<file path="src/rtl/reg_file_sb.sv">
// reg_file_sb: parametrised register file with a pending-write scoreboard.
//
// Two combinational read ports and one synchronous write port. Decode issue marks a
// destination register pending. Write-back clears that mark. Hazard logic can then
// stall on busy source operands.
//
// Ports
//   clk          : clock; all state updates on the rising edge
//   resetN       : asynchronous active-low reset; clears registers, pending bits, count
//   writeEn      : write strobe from write-back
//   writeR       : write register index
//   writeData    : write data
//   issueEn      : decode issue strobe; marks issueR pending
//   issueR       : destination index of the issued instruction
//   readR1/2     : read port indices
//   readData1/2  : combinational read data
//   readBusy1/2  : the read index has an outstanding write
//   pendingCount : number of registers currently pending (registered)
module reg_file_sb #(
   parameter int unsigned DATA_W   = 32,
   parameter int unsigned ADDR_W   = 5,
   parameter bit          ZERO_REG = 1'b1,
   parameter bit          BYPASS   = 1'b1
) (
   input  logic              clk,
   input  logic              resetN,
   input  logic              writeEn,
   input  logic [ADDR_W-1:0] writeR,
   input  logic [DATA_W-1:0] writeData,
   input  logic              issueEn,
   input  logic [ADDR_W-1:0] issueR,
   input  logic [ADDR_W-1:0] readR1,
   input  logic [ADDR_W-1:0] readR2,
   output logic [DATA_W-1:0] readData1,
   output logic [DATA_W-1:0] readData2,
   output logic              readBusy1,
   output logic              readBusy2,
   output logic [ADDR_W:0]   pendingCount
);

   localparam int unsigned DEPTH = 1 << ADDR_W;
   localparam logic [ADDR_W:0] CountOne = {{ADDR_W{1'b0}}, 1'b1};

   logic [DATA_W-1:0] regs [DEPTH];
   logic [DEPTH-1:0]  pending;
   logic [DEPTH-1:0]  pendingNext;
   logic [ADDR_W:0]   countQ;
   logic [ADDR_W:0]   countNext;
   logic              writeOk;
   logic              issueOk;
   logic              setNew;
   logic              clearOld;

   always_comb begin
      writeOk = writeEn && !(ZERO_REG && (writeR == '0));
      issueOk = issueEn && !(ZERO_REG && (issueR == '0));

      // A write that coincides with an issue to the same index leaves the bit set,
      // so it only counts as a clear when no issue targets the same register.
      setNew   = issueOk && !pending[issueR];
      clearOld = writeOk && pending[writeR] && !(issueOk && (issueR == writeR));

      pendingNext = pending;
      if (writeOk) pendingNext[writeR] = 1'b0;
      if (issueOk) pendingNext[issueR] = 1'b1;

      countNext = countQ;
      if (setNew && !clearOld)      countNext = countQ + CountOne;
      else if (clearOld && !setNew) countNext = countQ - CountOne;
   end

   always_ff @(posedge clk or negedge resetN) begin
      if (!resetN) begin
         for (int i = 0; i < DEPTH; i++) regs[i] <= '0;
         pending <= '0;
         countQ  <= '0;
      end else begin
         if (writeOk) regs[writeR] <= writeData;
         pending <= pendingNext;
         countQ  <= countNext;
      end
   end

   // The resetN gating keeps the bypass path from leaking writeData while in reset.
   function automatic logic [DATA_W-1:0] readMux(input logic [ADDR_W-1:0] r);
      logic [DATA_W-1:0] d;
      if (!resetN)                           d = '0;
      else if (ZERO_REG && (r == '0))        d = '0;
      else if (BYPASS && writeOk && (writeR == r)) d = writeData;
      else                                   d = regs[r];
      return d;
   endfunction

   function automatic logic busyMux(input logic [ADDR_W-1:0] r);
      return resetN && pending[r] && !(BYPASS && writeOk && (writeR == r));
   endfunction

   always_comb begin
      readData1 = readMux(readR1);
      readData2 = readMux(readR2);
      readBusy1 = busyMux(readR1);
      readBusy2 = busyMux(readR2);
   end

   assign pendingCount = countQ;

endmodule

</file>
<file path="config.mk">
export PLATFORM = sky130hd
export DESIGN_NAME = reg_file_sb
export DESIGN_NICKNAME = d
export VERILOG_FILES = /design/src/rtl/reg_file_sb.sv
export SDC_FILE = /design/constraint.sdc
export NUM_CORES = 2
export LEC_CHECK = 0
export CAP_MARGIN = 20
export CELL_PAD_IN_SITES_DETAIL_PLACEMENT = 1
export CELL_PAD_IN_SITES_GLOBAL_PLACEMENT = 1
export CORE_UTILIZATION = 58
export CTS_CLUSTER_SIZE = 20
export DETAILED_ROUTE_END_ITERATION = 8
export PLACE_DENSITY = 0.89
export SLEW_MARGIN = 20
export SYNTH_ARGS = -nofsm -noshare
export SYNTH_HDL_FRONTEND = slang
export SYNTH_SLANG_ARGS = --single-unit
</file>
<file path="constraint.sdc">
create_clock -name clk -period 6.1 [get_ports clk]
set_input_delay 0.915 -clock clk [delete_from_list [all_inputs] [get_ports clk]]
set_output_delay 0.915 -clock clk [all_outputs]
set_load 0.05 [all_outputs]
</file>
# == Word-level counts from Yosys, hierarchy flattened ==
# Cells that the tools add are included.
# word_totals
input_bits,56
ff_bits,1062
# classes
n_addsub,2
eq_ne,3
reduce_logical,30
bitwise,6
n_mux,31
n_lt_le_gt_ge,10
# op_table
operator,count
1024-bit bitwise mux,1
32-bit two-way mux,13
32-bit binary-select mux with 5-bit select,2
32-bit demux with 5-bit select,1
32-bit bitwise AND,1
32-bit NOT,1
32-bit bitwise OR,1
"5-bit by 6-bit less-than comparator with 1-bit output, second input constant",4
1-bit binary-select mux with 5-bit select,4
5-bit zero test,4
"6-bit greater-or-equal comparator, second input constant",3
5-bit NOT with 6-bit output,3
1-bit logical AND,17
5-bit equality test,3
6-bit two-way mux,2
1-bit demux with 5-bit select,2
"5-bit by 1-bit greater-or-equal comparator with 1-bit output, second input constant",2
1-bit zero test,8
"6-bit by 1-bit adder with 6-bit output, second input constant",1
"6-bit by 1-bit less-than comparator with 1-bit output, second input constant",1
1-bit two-way mux,6
"6-bit by 1-bit subtractor with 6-bit output, second input constant",1
2-bit nonzero test,1

# == Depth between registers and ports, before layout ==
# logic_depth
word_depth,9
ltp_mapped,14
mapped_depth_nobuf,13

# == Least setup slack after synthesis ==
# No wires, ideal clock.
# synth_path
kind,input to output
start,in writeR[4]
end,out readData2[0]
n_path_buf,2
cell_stages,6
required_time_ps,5185
path_slack_ps,1846
arrival_time_ps,3339
path_cell_list,buf_2 > or4_4 > o21ai_4 > o311ai_2 > clkbuf_1 > o21ai_0
# synth_between
elab_chain_cells,7
# synth_lines
item,line,rtl
start: declaration,28,"input logic [ADDR_W-1:0] writeR,"
5-bit zero test,55,writeOk = writeEn && !(ZERO_REG && (writeR == '0));
1-bit zero test,55,
1-bit logical AND,55,
1-bit logical AND *,89,else if (BYPASS && writeOk && (writeR == r)) d = writeData;
32-bit two-way mux *,89,
32-bit two-way mux *,88,else if (ZERO_REG && (r == '0)) d = '0;
32-bit two-way mux *,87,if (!resetN) d = '0;
end: declaration,35,"output logic [DATA_W-1:0] readData2,"
# Every way passes the cells marked *; elsewhere a longest branch is shown, timed or not.

# == Worst setup path after layout ==
# layout_path
start,in writeR[0]
end,out readData1[31]
# layout_between
elab_chain_cells,7
# layout_lines
item,line,rtl
5-bit zero test,55,
1-bit zero test,55,
1-bit logical AND,55,
1-bit logical AND *,89,
32-bit two-way mux *,89,
32-bit two-way mux *,88,
32-bit two-way mux *,87,
end: declaration,34,"output logic [DATA_W-1:0] readData1,"
# Marked as above.

==> flow_metrics.tcl <==
set metrics [dict create \
    outcome "finished clean" \
    synth_compound_area_share_pct 5.93 \
    finalPower_w 0.0236 \
    row_count 115 \
    setup_violations 0 \
    yosysWarnings 0 \
    utilization_pct 65.5 \
    cts_htree_levels 3 \
    hp-class "in -> async" \
    post-route-period-util_pct 97.2 \
    cap_violations 0 \
    muxShareOfSynthArea_pct 41.5 \
    post-dp-hpwl_mm 129 \
    area_growth_pct 12.1 \
    cts_resized 0 \
    synth-edff-count 0 \
    port_buffers 127 \
    avgSynthCellArea_sq_um 14.7 \
    synthArstFlopShare_pct 100 \
    drc 0 \
    grt_overflow 0 \
    die_w_um 317 \
    cts_setup_buffers 0 \
    fin_skew_ns 0.0186 \
    synth_most_common_cell "dfrtp_1" \
    endpoint_kind "primary output" \
    required_ns 5.18 \
    period_needed_ns 5.93 \
    timing.setup.tns_ns 0 \
    synth-xor-area-share_pct 0.290 \
    synth-simple-area-share_pct 2.10 \
    critPathMaxFanout 22 \
    power.density_mw_per_mm2 367 \
    grt_pass1_vias 48300 \
    viasPerCell 9.12 \
    seq_area_frac_synth_pct 46.3 \
    synth_top_area_share_pct 46.3 \
    synth_adder_area_share_pct 0.144 \
    criticalPathCategory "in -> out" \
    antenna_found_initial 12 \
    drive_gt1_share_pct 48.9 \
    fmax_mhz 169 \
    hold_violations 0 \
    wl_mm 275 \
    start_util_pct 58.4 \
    cp.arrival_ns 5.01 \
    cp-start-kind "input pin" \
    hold_buffers 0 \
    root_buffer "clkbuf_16" \
    nNetsFinal 3927 \
    gp_congestion 0.876 \
    tritoncts "built" \
    p_leak_nw 27.6 \
    clk_latency_ns 0.77 \
    core_area_sq_mm 0.0983 \
    synth.top_cells.by_area "dfrtp_1, mux4_2, mux2_2" \
    syn_nets 3974 \
    grt_pass1_wl_mm 361 \
    vdd_drop_max_uv 267 \
    pin_count 128 \
    num_vias 48000 \
    yosys-top-cells-count "dfrtp_1, mux2_2, mux4_2" \
    drt_iter0_markers 9274 \
    first_pass_iters 9 \
    die_h_um 317 \
    ant_nets 0 \
    grt_max_degree 188 \
    clkSinkCount 1062 \
    tightest_slew_ns 1.39 \
    clk_pin_slew_ns 0.08 \
    rsz0062_at_grt "no" \
    cts_buffers 111 \
    synth_top_family_by_area "multiplexers" \
    ys.flop_type "dfrtp_1" \
    syn_inst 3912 \
    ys_types 59 \
    wl_per_cell_um 52.3 \
    slew_violations 0 \
    relSlewSlack_pct 7.61 \
    groute.usage.overall_pct 50.8 \
    syn-cell-area_sq_mm 0.0574 \
    ys_seq_elements 1062 \
    cts_buffer_depth 3 \
    die_area_sq_mm 0.100 \
    synth_top_cell_by_area "dfrtp_1" \
]
[cell usage in the layout (no fill, tap or decap), types with 9 or more instances in the layout]
master / instances
nor2b_1: 12
bufinv_16: 13
clkinvlp_4: 11
o21ai_0: 86
mux2i_1: 146
nand2_1: 51
o221ai_1: 47
a22o_1: 9
nor2_4: 18
o22ai_1: 163
xnor2_1: 16
mux2_2: 958
a21oi_1: 10
nand2_2: 12
nor2_1: 36
clkbuf_16: 115
nor3_1: 44
nand2b_1: 16
clkbuf_1: 22
buf_4: 163
inv_1: 13
mux4_2: 493
a32oi_1: 32
o32ai_1: 10
mux2_1: 34
a211o_1: 62
dfrtp_1: 1062
buf_12: 66
clkinv_2: 20
a211oi_1: 40
diode_2: 20
clkbuf_8: 22
clkdlybuf4s50_1: 53
[final timing paths]
kind	end	cells past startpoint	slack, ns	startpoint
setup / recovery	readData1[31]	8	0.17	writeR[0]
hold / removal	regs[425]$_DFFE_PN0P_	1	0.16	resetN
setup reg to reg	pendingCount[5]$_DFFE_PN0P_	13	2.36	pending[8]$_DFF_PN0_
hold reg to reg	regs[1006]$_DFFE_PN0P_	0	0.41	regs[1006]$_DFFE_PN0P_
max in group asynchronous	regs[276]$_DFFE_PN0P_	3	3.41	resetN
min in group clk	regs[1006]$_DFFE_PN0P_	0	0.41	regs[1006]$_DFFE_PN0P_
[critical path, cell delays in order]
cell and delay (ns):
clkdlybuf4s50_1 0.70, or4_4 0.65, o21ai_4 0.35, o311ai_4 0.28
buf_4 0.46, nor3_1 1.10, a211o_1 0.32, buf_12 0.17
[metrics by stage]
| stage | setup WS, ns | hold WS, ns | area [sq um] | instances |
|---|---|---|---|---|
| 2_1_floorplan | 1.85 | 0.441 | 57400 | 3912 |
| 3_3_place_gp | 0.783 | 0.376 | 60300 | 5034 |
| 3_5_place_dp | 0.695 | 0.383 | 60300 | 5034 |
| 4_1_cts | 0.700 | 0.240 | 64200 | 5242 |
| 5_1_grt | 0.347 | 0.209 | 64300 | 5252 |
| 6_report | 0.171 | 0.156 | 64300 | 5267 |
[cells by family (layout without fill, tap and decap cells)]
group           after synthesis  in the layout
simple gates                244            244
mux                        1634           1634
xor+xnor                     19             19
fa+ha+maj                     6              6
flops                      1062           1062
compound gates              477            477
buf+inv                     470            518
other cells                   0             20
[final cells by class]
type                            instances  area, sq um
Inverter                               15         56.3
Multi-Input combinational cell       2380        28900
Timing Repair Buffer                  295         3220
Antenna cell                           20         50.0
Clock inverter                         49          628
Clock buffer                          159         3260
Fill cell                            8352        33900
Tap cell                             1287         1610
Sequential cell                      1062        26600
[layer usage]
layer,track usage (%),up-vias,routed length [um]
met2,70.9,6438,111000
li1,-,15200,-
met5,1.47,-,434
met4,41.7,32,32300
met3,23.4,2625,48200
met1,60.0,23800,83200
[power by group]
| part | switching, W | internal, W | total (W) |
|---|---|---|---|
| registers | 0.00179 | 0.00839 | 0.0102 |
| clock network | 0.00342 | 0.00428 | 0.00770 |
| logic | 0.00301 | 0.00274 | 0.00576 |
[registers in the layout, summed over array words and instances, names as in the netlist]
signal	flops
pendingCount	6
regs	1024
pending	32
Note: power is estimated with default switching activity, not from simulation.
